$ cat config.mk
export PLATFORM = sky130hd
export DESIGN_NAME = cfg_init_sequencer_flat
export DESIGN_NICKNAME = d
export VERILOG_FILES = /design/src/rtl/cfg_init_sequencer_if.sv /design/src/rtl/cfg_init_sequencer.sv /design/src/flat_wrapper.sv
export SDC_FILE = /design/constraint.sdc
export NUM_CORES = 1
export LEC_CHECK = 0
export CELL_PAD_IN_SITES_DETAIL_PLACEMENT = 2
export CELL_PAD_IN_SITES_GLOBAL_PLACEMENT = 2
export CORE_ASPECT_RATIO = 1.4
export CORE_MARGIN = 2
export CORE_UTILIZATION = 40
export DETAILED_ROUTE_END_ITERATION = 8
export DONT_BUFFER_PORTS = 1
export PLACE_DENSITY = 0.76
export RECOVER_POWER = 100
export REMOVE_ABC_BUFFERS = 1
export SLEW_MARGIN = 25
export SYNTH_ARGS = -nofsm -noshare
export SYNTH_HDL_FRONTEND = slang
export SYNTH_SLANG_ARGS = --single-unit
$ cat constraint.sdc
create_clock -name clk -period 5.4 [get_ports clk]
set_input_delay 1.08 -clock clk [delete_from_list [all_inputs] [get_ports clk]]
set_output_delay 1.08 -clock clk [all_outputs]
set_load 0.02 [all_outputs]
$ cat src/rtl/cfg_init_sequencer_if.sv
// Config register port between cfg_init_sequencer (master) and the filter
// config register block (slave).
interface cfg_init_sequencer_if #(
  parameter int ADDR_W = 4,
  parameter int DATA_W = 32
);
  // No valid/ready pair: cfg_we is a single-cycle write strobe that the slave
  // must accept unconditionally, and cfg_rdata is combinational from cfg_raddr.
  logic              cfg_we;
  logic [ADDR_W-1:0] cfg_waddr;
  logic [DATA_W-1:0] cfg_wdata;
  logic [ADDR_W-1:0] cfg_raddr;
  logic [DATA_W-1:0] cfg_rdata;

  modport master (
    output cfg_we, cfg_waddr, cfg_wdata, cfg_raddr,
    input  cfg_rdata
  );

  modport slave (
    input  cfg_we, cfg_waddr, cfg_wdata, cfg_raddr,
    output cfg_rdata
  );
endinterface

$ cat src/rtl/cfg_init_sequencer.sv
// Replays a table of (addr, data, mask) entries as config writes, then reads
// them back and checks under the mask when CFG_SEQ_VERIFY_EN is defined.
module cfg_init_sequencer #(
  parameter int DEPTH  = 16,
  parameter int IDX_W  = $clog2(DEPTH),
  parameter int ADDR_W = 4,
  parameter int DATA_W = 32
) (
  input  logic              clk,
  input  logic              rst_n,
  input  logic              tbl_we_i,
  input  logic [IDX_W-1:0]  tbl_idx_i,
  input  logic [ADDR_W-1:0] tbl_addr_i,
  input  logic [DATA_W-1:0] tbl_data_i,
  input  logic [DATA_W-1:0] tbl_mask_i,
  input  logic [IDX_W:0]    tbl_count_i,
  input  logic              start_i,
  output logic              busy_o,
  output logic              done_o,
  output logic              error_o,
  output logic [IDX_W-1:0]  err_idx_o,
  output logic [DATA_W-1:0] err_rdata_o,
  output logic [1:0]        dbg_state_o,
  cfg_init_sequencer_if.master cfg
);

  typedef enum logic [1:0] {
    IDLE   = 2'd0,
    WRITE  = 2'd1,
    VERIFY = 2'd2,
    FINISH = 2'd3
  } state_e;

  localparam logic [IDX_W:0]   DEPTH_L = (IDX_W+1)'(DEPTH);
  localparam logic [IDX_W:0]   CNT_ONE = (IDX_W+1)'(1);
  localparam logic [IDX_W-1:0] IDX_ONE = IDX_W'(1);

  state_e            state_q;
  logic [IDX_W:0]    n_q;
  logic [IDX_W-1:0]  idx_q;
  logic              busy_q;
  logic              done_q;
  logic              cfg_we_q;
  logic [ADDR_W-1:0] cfg_waddr_q;
  logic [DATA_W-1:0] cfg_wdata_q;
  logic [ADDR_W-1:0] cfg_raddr_q;

  logic [ADDR_W-1:0] tbl_addr_q [DEPTH];
  logic [DATA_W-1:0] tbl_data_q [DEPTH];

  logic [IDX_W:0]    n_d;
  logic              last_idx;

  assign n_d      = (tbl_count_i > DEPTH_L) ? DEPTH_L : tbl_count_i;
  assign last_idx = ({1'b0, idx_q} == (n_q - CNT_ONE));

`ifdef CFG_SEQ_VERIFY_EN
  logic [DATA_W-1:0] tbl_mask_q [DEPTH];
  logic              error_q;
  logic [IDX_W-1:0]  err_idx_q;
  logic [DATA_W-1:0] err_rdata_q;
  logic              mismatch;

  assign mismatch = |((cfg.cfg_rdata ^ tbl_data_q[idx_q]) & tbl_mask_q[idx_q]);
`endif

  // Table is frozen whenever a sequence is running; contents are not reset.
  always_ff @(posedge clk) begin
    if (tbl_we_i && (state_q == IDLE)) begin
      tbl_addr_q[tbl_idx_i] <= tbl_addr_i;
      tbl_data_q[tbl_idx_i] <= tbl_data_i;
`ifdef CFG_SEQ_VERIFY_EN
      tbl_mask_q[tbl_idx_i] <= tbl_mask_i;
`endif
    end
  end

  always_ff @(posedge clk or negedge rst_n) begin
    if (!rst_n) begin
      state_q     <= IDLE;
      n_q         <= '0;
      idx_q       <= '0;
      busy_q      <= 1'b0;
      done_q      <= 1'b0;
      cfg_we_q    <= 1'b0;
      cfg_waddr_q <= '0;
      cfg_wdata_q <= '0;
      cfg_raddr_q <= '0;
`ifdef CFG_SEQ_VERIFY_EN
      error_q     <= 1'b0;
      err_idx_q   <= '0;
      err_rdata_q <= '0;
`endif
    end else begin
      done_q <= 1'b0;
      case (state_q)
        IDLE: begin
          if (start_i) begin
            n_q    <= n_d;
            idx_q  <= '0;
            busy_q <= 1'b1;
`ifdef CFG_SEQ_VERIFY_EN
            error_q     <= 1'b0;
            err_idx_q   <= '0;
            err_rdata_q <= '0;
`endif
            if (n_d == '0) begin
              state_q <= FINISH;
            end else begin
              // First write is presented in the cycle right after start.
              state_q     <= WRITE;
              cfg_we_q    <= 1'b1;
              cfg_waddr_q <= tbl_addr_q[0];
              cfg_wdata_q <= tbl_data_q[0];
            end
          end
        end
        WRITE: begin
          if (last_idx) begin
            cfg_we_q <= 1'b0;
            idx_q    <= '0;
`ifdef CFG_SEQ_VERIFY_EN
            cfg_raddr_q <= tbl_addr_q[0];
            state_q     <= VERIFY;
`else
            state_q     <= FINISH;
`endif
          end else begin
            idx_q       <= idx_q + IDX_ONE;
            cfg_waddr_q <= tbl_addr_q[idx_q + IDX_ONE];
            cfg_wdata_q <= tbl_data_q[idx_q + IDX_ONE];
          end
        end
        VERIFY: begin
`ifdef CFG_SEQ_VERIFY_EN
          if (mismatch) begin
            error_q     <= 1'b1;
            err_idx_q   <= idx_q;
            err_rdata_q <= cfg.cfg_rdata;
            state_q     <= FINISH;
          end else if (last_idx) begin
            state_q <= FINISH;
          end else begin
            idx_q       <= idx_q + IDX_ONE;
            cfg_raddr_q <= tbl_addr_q[idx_q + IDX_ONE];
          end
`else
          state_q <= IDLE;
`endif
        end
        FINISH: begin
          done_q  <= 1'b1;
          busy_q  <= 1'b0;
          state_q <= IDLE;
        end
        default: state_q <= IDLE;
      endcase
    end
  end

  assign busy_o        = busy_q;
  assign done_o        = done_q;
  assign dbg_state_o   = state_q;
  assign cfg.cfg_we    = cfg_we_q;
  assign cfg.cfg_waddr = cfg_waddr_q;
  assign cfg.cfg_wdata = cfg_wdata_q;
  assign cfg.cfg_raddr = cfg_raddr_q;

`ifdef CFG_SEQ_VERIFY_EN
  assign error_o     = error_q;
  assign err_idx_o   = err_idx_q;
  assign err_rdata_o = err_rdata_q;
`else
  logic unused_verify_inputs;
  assign unused_verify_inputs = ^{tbl_mask_i, cfg.cfg_rdata};
  assign error_o     = 1'b0;
  assign err_idx_o   = '0;
  assign err_rdata_o = '0;
`endif

endmodule

$ cat src/flat_wrapper.sv
// flat-port wrapper written by rule: the top's interface ports become plain ports
module cfg_init_sequencer_flat 
#(
  parameter int DEPTH  = 16,
  parameter int IDX_W  = $clog2(DEPTH),
  parameter int ADDR_W = 4,
  parameter int DATA_W = 32
)
  (clk, rst_n, tbl_we_i, tbl_idx_i, tbl_addr_i, tbl_data_i, tbl_mask_i, tbl_count_i, start_i, busy_o, done_o, error_o, err_idx_o, err_rdata_o, dbg_state_o, cfg_cfg_we, cfg_cfg_waddr, cfg_cfg_wdata, cfg_cfg_raddr, cfg_cfg_rdata);
  cfg_init_sequencer_if #(.ADDR_W(ADDR_W), .DATA_W(DATA_W)) cfg_i ();
  input  logic clk;
  input  logic rst_n;
  input  logic tbl_we_i;
  input  logic [IDX_W-1:0] tbl_idx_i;
  input  logic [ADDR_W-1:0] tbl_addr_i;
  input  logic [DATA_W-1:0] tbl_data_i;
  input  logic [DATA_W-1:0] tbl_mask_i;
  input  logic [IDX_W:0] tbl_count_i;
  input  logic start_i;
  output logic busy_o;
  output logic done_o;
  output logic error_o;
  output logic [IDX_W-1:0] err_idx_o;
  output logic [DATA_W-1:0] err_rdata_o;
  output logic [1:0] dbg_state_o;
  output wire logic [$bits(cfg_i.cfg_we)-1:0] cfg_cfg_we;
  output wire logic [$bits(cfg_i.cfg_waddr)-1:0] cfg_cfg_waddr;
  output wire logic [$bits(cfg_i.cfg_wdata)-1:0] cfg_cfg_wdata;
  output wire logic [$bits(cfg_i.cfg_raddr)-1:0] cfg_cfg_raddr;
  input wire logic [$bits(cfg_i.cfg_rdata)-1:0] cfg_cfg_rdata;
  assign cfg_cfg_we = cfg_i.cfg_we;
  assign cfg_cfg_waddr = cfg_i.cfg_waddr;
  assign cfg_cfg_wdata = cfg_i.cfg_wdata;
  assign cfg_cfg_raddr = cfg_i.cfg_raddr;
  assign cfg_i.cfg_rdata = cfg_cfg_rdata;
  cfg_init_sequencer #(.DEPTH(DEPTH), .IDX_W(IDX_W), .ADDR_W(ADDR_W), .DATA_W(DATA_W)) u_core (.clk(clk), .rst_n(rst_n), .tbl_we_i(tbl_we_i), .tbl_idx_i(tbl_idx_i), .tbl_addr_i(tbl_addr_i), .tbl_data_i(tbl_data_i), .tbl_mask_i(tbl_mask_i), .tbl_count_i(tbl_count_i), .start_i(start_i), .busy_o(busy_o), .done_o(done_o), .error_o(error_o), .err_idx_o(err_idx_o), .err_rdata_o(err_rdata_o), .dbg_state_o(dbg_state_o), .cfg(cfg_i));
endmodule
# Word level (Yosys, flattened, before mapping)
# Memory sizes are Yosys's and may differ from the RTL's.
# Index checks and enable logic that the tools add are counted.
[totals]
reg_bits = 50
latch_bits = 0
ramBits = 576
rom_bits = 0
input_bits = 113
out_inout_bits = 82
elab_cells = 58
n_memories = 2
[memory_table]
columns = ["memory", "words", "word_bits", "read_ports", "rd_ports_with_merged_regs", "wr", "line", "text"]
rows = [
  ["u_core.tbl_data_q", 16, 32, 2, 0, 1, "cfg_init_sequencer.sv:49", "logic [DATA_W-1:0] tbl_data_q [DEPTH];"],
  ["u_core.tbl_addr_q", 16, 4, 2, 0, 1, "cfg_init_sequencer.sv:48", "logic [ADDR_W-1:0] tbl_addr_q [DEPTH];"],
]
[classes]
n_addsub = 2
multipliers = 0
div = 0
n_lt_le_gt_ge = 1
n_eq_ne = 8
n_shift = 0
n_mux = 25
n_bitwise = 0
reduce_logical = 12
[ops]
columns = ["operator", "n"]
rows = [
  ["two-way mux 32 bit", 3],
  ["case mux 32 bit (2 select lines)", 1],
  ["two-way mux 4 bit", 5],
  ["case mux 4 bit (2 select lines)", 2],
  ["AND reduction 2 bit", 4],
  ["AND reduction 4 bit", 2],
  ["two-way mux 1 bit", 7],
  ["two-way mux 2 bit", 3],
  ["inequality test 2 bit, second input constant", 3],
  ["case mux 2 bit (3 select lines)", 1],
  ["equality test 4 x 5 -> 1 bit", 1],
  ["greater-than comparator 5 bit, second input constant", 1],
  ["logical NOT 5 bit", 1],
  ["two-way mux 5 bit", 1],
  ["subtractor 5 x 1 -> 5 bit, second input constant", 1],
  ["adder 4 x 1 -> 4 bit, second input constant", 1],
  ["equality test 2 bit, second input constant", 2],
  ["case mux 1 bit (2 select lines)", 2],
  ["nonzero test 2 bit", 2],
  ["equality test 2 x 1 -> 1 bit, second input constant", 1],
  ["logical NOT 2 bit", 1],
  ["inequality test 2 x 1 -> 1 bit, second input constant", 1],
  ["OR reduction 2 bit", 1],
  ["logical AND 1 bit", 1],
]

# Longest topological paths before layout
[depth]
ltp_word = 6
mapped_depth = 9
ltp_nobuf = 7

# Least setup slack after synthesis
# No wires, ideal clock.
[synth_path]
path_kind = "in2reg"
start = "input port tbl_idx_i[0]"
end = "memory u_core.tbl_addr_q[0][0], enable pin"
setup_ns = 0.474
arrival_time_ns = 3.988
required_ns = 4.926
slack_ns = 0.937
cell_stages = 2
path_buffers = 0
path_cell_list = "or3_1 -> nor3_1"
[synth_rtl]
columns = ["element", "line", "text"]
rows = [
  ["start, declared", "flat_wrapper.sv:14", "input logic [IDX_W-1:0] tbl_idx_i;"],
  ["end, declared", "cfg_init_sequencer.sv:48", ""],
]
# No word-level cell before the write port.

# Worst setup path after layout
[layout_path]
start = "register u_core.state_q[1], in the netlist u_core.dbg_state_o[1]"
end = "memory u_core.tbl_data_q[6][18], enable pin"
[layout_via]
elab_chain_cells = 4
[layout_rtl]
columns = ["element", "line", "text"]
rows = [
  ["start, declared", "cfg_init_sequencer.sv:38", "state_e state_q;"],
  ["start signal, assigned", "cfg_init_sequencer.sv:80", "state_q <= IDLE;"],
  ["start signal, assigned", "cfg_init_sequencer.sv:108", "state_q <= FINISH;"],
  ["start signal, assigned", "cfg_init_sequencer.sv:111", "state_q <= WRITE;"],
  ["logical NOT 2 bit", "cfg_init_sequencer.sv:69", "if (tbl_we_i && (state_q == IDLE)) begin"],
  ["logical AND 1 bit", "cfg_init_sequencer.sv:69", ""],
  ["two-way mux 1 bit", "cfg_init_sequencer.sv:69", ""],
  ["two-way mux 1 bit (implied by the code)", "cfg_init_sequencer.sv:71", "tbl_data_q[tbl_idx_i] <= tbl_data_i;"],
  ["end, declared", "cfg_init_sequencer.sv:49", ""],
]
# No other way between the ends.

==> flow_metrics.env <==
export IMPL_endpoint="u_core.tbl_data_q[6][18]$_DFFE_PP_"
export IMPL_syn_area_um2=25000
export IMPL_post_cts_resized=0
export IMPL_grt_pass1_vias=12800
export IMPL_yosys_most_used_dff="edfxtp_1"
export IMPL_dpl_hpwl_mm=35.2
export IMPL_finalMaxSlewViolations=370
export IMPL_synth_top_area_cell="edfxtp_1"
export IMPL_slew_headroom_pct=-69.5
export IMPL_endpoint_kind="register"
export IMPL_leakage_nw=9.16
export IMPL_crit_reg2reg_launch="u_core.dbg_state_o[1]$_DFFE_PN0P_"
export IMPL_synthToLayoutAreaGrowth_pct=11.0
export IMPL_path_class="register to register"
export IMPL_core_rowCount=108
export IMPL_total_power_mw=16.0
export IMPL_clk_pin_slew_worst_paths_ns=0.07
export IMPL_crit_slowest_cell="nor2_1"
export IMPL_num_vias=11500
export IMPL_cp_data_required_time_ns=5.63
export IMPL_first_iter_violations=960
export IMPL_cp_buffers_inverters=2
export IMPL_drive_gt1_share_pct=24.4
export IMPL_drv_cap=17
export IMPL_root_buffer="clkbuf_16"
export IMPL_clock_skew_ns=0.0182
export IMPL_async_flop_share_pct=7.99
export IMPL_yosysMostFrequentCell="edfxtp_1"
export IMPL_critPathMostFrequentCell="nor2_1"
export IMPL_grt_overflow=0
export IMPL_yosysUniqueCellTypes=43
export IMPL_start_util_pct=40.4
export IMPL_hp_class="primary input to asynchronous set/reset pin"
export IMPL_dpl_cell_area_um2=26000
export IMPL_dp_slack_ns=1.77
export IMPL_core_um2=62000
export IMPL_dieHeight_um=300
export IMPL_clk_latency_ns=0.61
export IMPL_cpLargestDelayFamily="simple AND/OR/NAND/NOR gates"
export IMPL_rsz0062_at_grt="false"
export IMPL_clk_path_buf_depth=3
export IMPL_final_nets=1283
export IMPL_yosysSeqAreaShare_pct=74.1
export IMPL_worstMarginPinSlew_ns=2.53
export IMPL_grt_antenna_before_repair=0
export IMPL_wl_per_cell_um=31.3
export IMPL_cellPowerDensity_nw_per_um2=574
export IMPL_setup_viol=0
export IMPL_cp_arrival_ns=4.50
export IMPL_r2r_end="u_core.tbl_data_q[6][18]$_DFFE_PP_"
export IMPL_startpoint="u_core.dbg_state_o[1]$_DFFE_PN0P_"
export IMPL_post_route_drc_count=0
export IMPL_synth_commonest_cells="edfxtp_1 (576), mux4_2 (128), mux2i_1 (108)"
export IMPL_clock_sinks=626
export IMPL_status="finished, violations left"
export IMPL_period_minus_slack_ns=4.27
export IMPL_synth_seq_cells=626
export IMPL_startpoint_type="register"
export IMPL_worstPathMaxFanout=14
export IMPL_setup_ws_ns=1.13
export IMPL_dr_pass1_iters=4
export IMPL_antenna_diode_count=0
export IMPL_synth_top_cell_area_share_pct=69.1
export IMPL_numCtsBuffers=58
export IMPL_syn_area_per_cell_um2=22.1
export IMPL_crit_cells=7
export IMPL_slowest_delay_ns=1.50
export IMPL_numPortBuffers=0
export IMPL_htreeDepth=2
export IMPL_hold_violations=0
export IMPL_ctsHoldBuffers=0
export IMPL_synth_edf_count=576
export IMPL_synthTopCellsByArea="edfxtp_1 (69%), mux4_2 (12%), dfrtp_1 (5.0%), mux2i_1 (4.3%), mux2_2 (2.4%)"
export IMPL_grt_start_max_net_pins=73
export IMPL_fin_tns_setup_ns=0
export IMPL_dieWidth_um=215
export IMPL_fmax_ghz=0.234
export IMPL_grt_use_total_pct=20.1
export IMPL_peakVddDrop_v=0.000460
export IMPL_ys_warn_count=4
export IMPL_grt_first_pass_wirelength_mm=93.6
export IMPL_design_area_um2=27800
export IMPL_post_cts_buffers=0
export IMPL_die_area_um2=64600
export IMPL_failed_checks="max-capacitance violations, max-slew violations"
export IMPL_worstRegToRegCells=7
export IMPL_fin_crit_sh_pct=79.2
export IMPL_crit_chain="nor2_1 -> nand2_1 -> nor2_1 -> nand2_1 -> nor2_1 -> buf_16 -> clkbuf_1"
export IMPL_viasPerCell=5.61
export IMPL_io_pins=195
export IMPL_place_congestion=0.715
export IMPL_ant_nets=0
export IMPL_r2r_slack_ns=1.13
export IMPL_cts_tree="done"
export IMPL_synth_cells=1131
export IMPL_wl_mm=64.0
==> flip-flops by register name, summed over array words and instances, names as in the netlist <==
register / cells
u_core.cfg.cfg_waddr: 4
u_core.busy_o: 1
u_core.tbl_data_q: 512
u_core.dbg_state_o: 2
u_core.cfg.cfg_wdata: 32
u_core.done_o: 1
u_core.tbl_addr_q: 64
u_core.n_q: 5
u_core.idx_q: 4
u_core.cfg.cfg_we: 1
==> layout make-up <==
type	instances	area, um^2
Fill cell	5560	34200
Inverter	7	26.3
Multi-Input combinational cell	444	5890
Sequential cell	626	18600
Clock inverter	30	398
Tap cell	825	1030
Clock buffer	80	1590
Timing Repair Buffer	31	298
==> routing by layer <==
layer	wire length (um)	track usage [%]	vias to the layer above
li1	-	-	4662
met1	25900	25.7	6304
met2	32900	35.0	390
met3	3720	3.88	101
met4	1570	5.83	0
met5	0	0	-
==> worst reg2reg max path, delay by kind of cell (launching register included) <==
kind	cells	cell delay (ns)
simple gates	5	2.30
buf+inv	2	1.08
flops	1	0.52
==> cells in the final DEF (no fill, tap or decap), types with 4 or more instances in the layout <==
cell type / netlist / routed
clkbuf_2: 0 / 4
mux2_1: 0 / 21
mux4_1: 16 / 16
edfxtp_1: 576 / 576
buf_4: 45 / 13
clkinv_1: 0 / 7
nand2_1: 11 / 11
clkbuf_16: 0 / 59
mux2_2: 54 / 52
dfrtp_1: 50 / 49
mux2i_1: 108 / 108
conb_1: 1 / 41
nor2_1: 17 / 16
o21ai_0: 8 / 8
bufinv_16: 0 / 9
nand2b_1: 6 / 6
clkbuf_1: 16 / 25
inv_1: 7 / 7
mux4_2: 128 / 128
clkinv_2: 0 / 8
nor3_1: 5 / 5
==> through the flow <==
step           util, %  std cells  hold WS, ns
4_1_cts           45.1       2043        0.134
3_3_place_gp      41.8       1930        0.516
5_1_grt           44.8       2043        0.138
6_report          44.8       2043        0.162
3_5_place_dp      41.9       1933        0.526
2_1_floorplan        -       1077        0.473
==> worst min path at each step <==
stage | from | end | slack (ns)
4_1_cts | rst_n | u_core.cfg.cfg_wdata[21]$_DFFE_PN0P_ | 0.13
6_report | rst_n | u_core.cfg.cfg_wdata[21]$_DFFE_PN0P_ | 0.16
5_1_grt | rst_n | u_core.cfg.cfg_wdata[2]$_DFFE_PN0P_ | 0.14
2_1_floorplan | u_core.n_q[1]$_DFFE_PN0P_ | u_core.n_q[1]$_DFFE_PN0P_ | 0.47
3_5_place_dp | u_core.n_q[1]$_DFFE_PN0P_ | u_core.n_q[1]$_DFFE_PN0P_ | 0.53
3_3_place_gp | u_core.n_q[1]$_DFFE_PN0P_ | u_core.n_q[1]$_DFFE_PN0P_ | 0.52
==> kinds of logic (layout without fill, tap and decap cells) <==
logic type	after synthesis	count (layout)	share of synthesized area (%)
buffers and inverters	101	148	2.84
XOR/XNOR	7	7	0.350
other	1	41	0.0150
AND/OR/NAND/NOR	53	53	1.10
multiplexers	325	325	21.1
adder cells (fa/ha/maj)	2	2	0.0999
AO/OA/AOI/OAI	16	16	0.430
flip-flops	626	626	74.1
==> power by group <==
group	leakage [nW]	switching [mW]	internal (mW)
Clock	0.963	1.84	2.49
Sequential	5.77	0.446	5.55
Combinational	2.43	2.79	2.84
(Power assumes the default switching activity.)
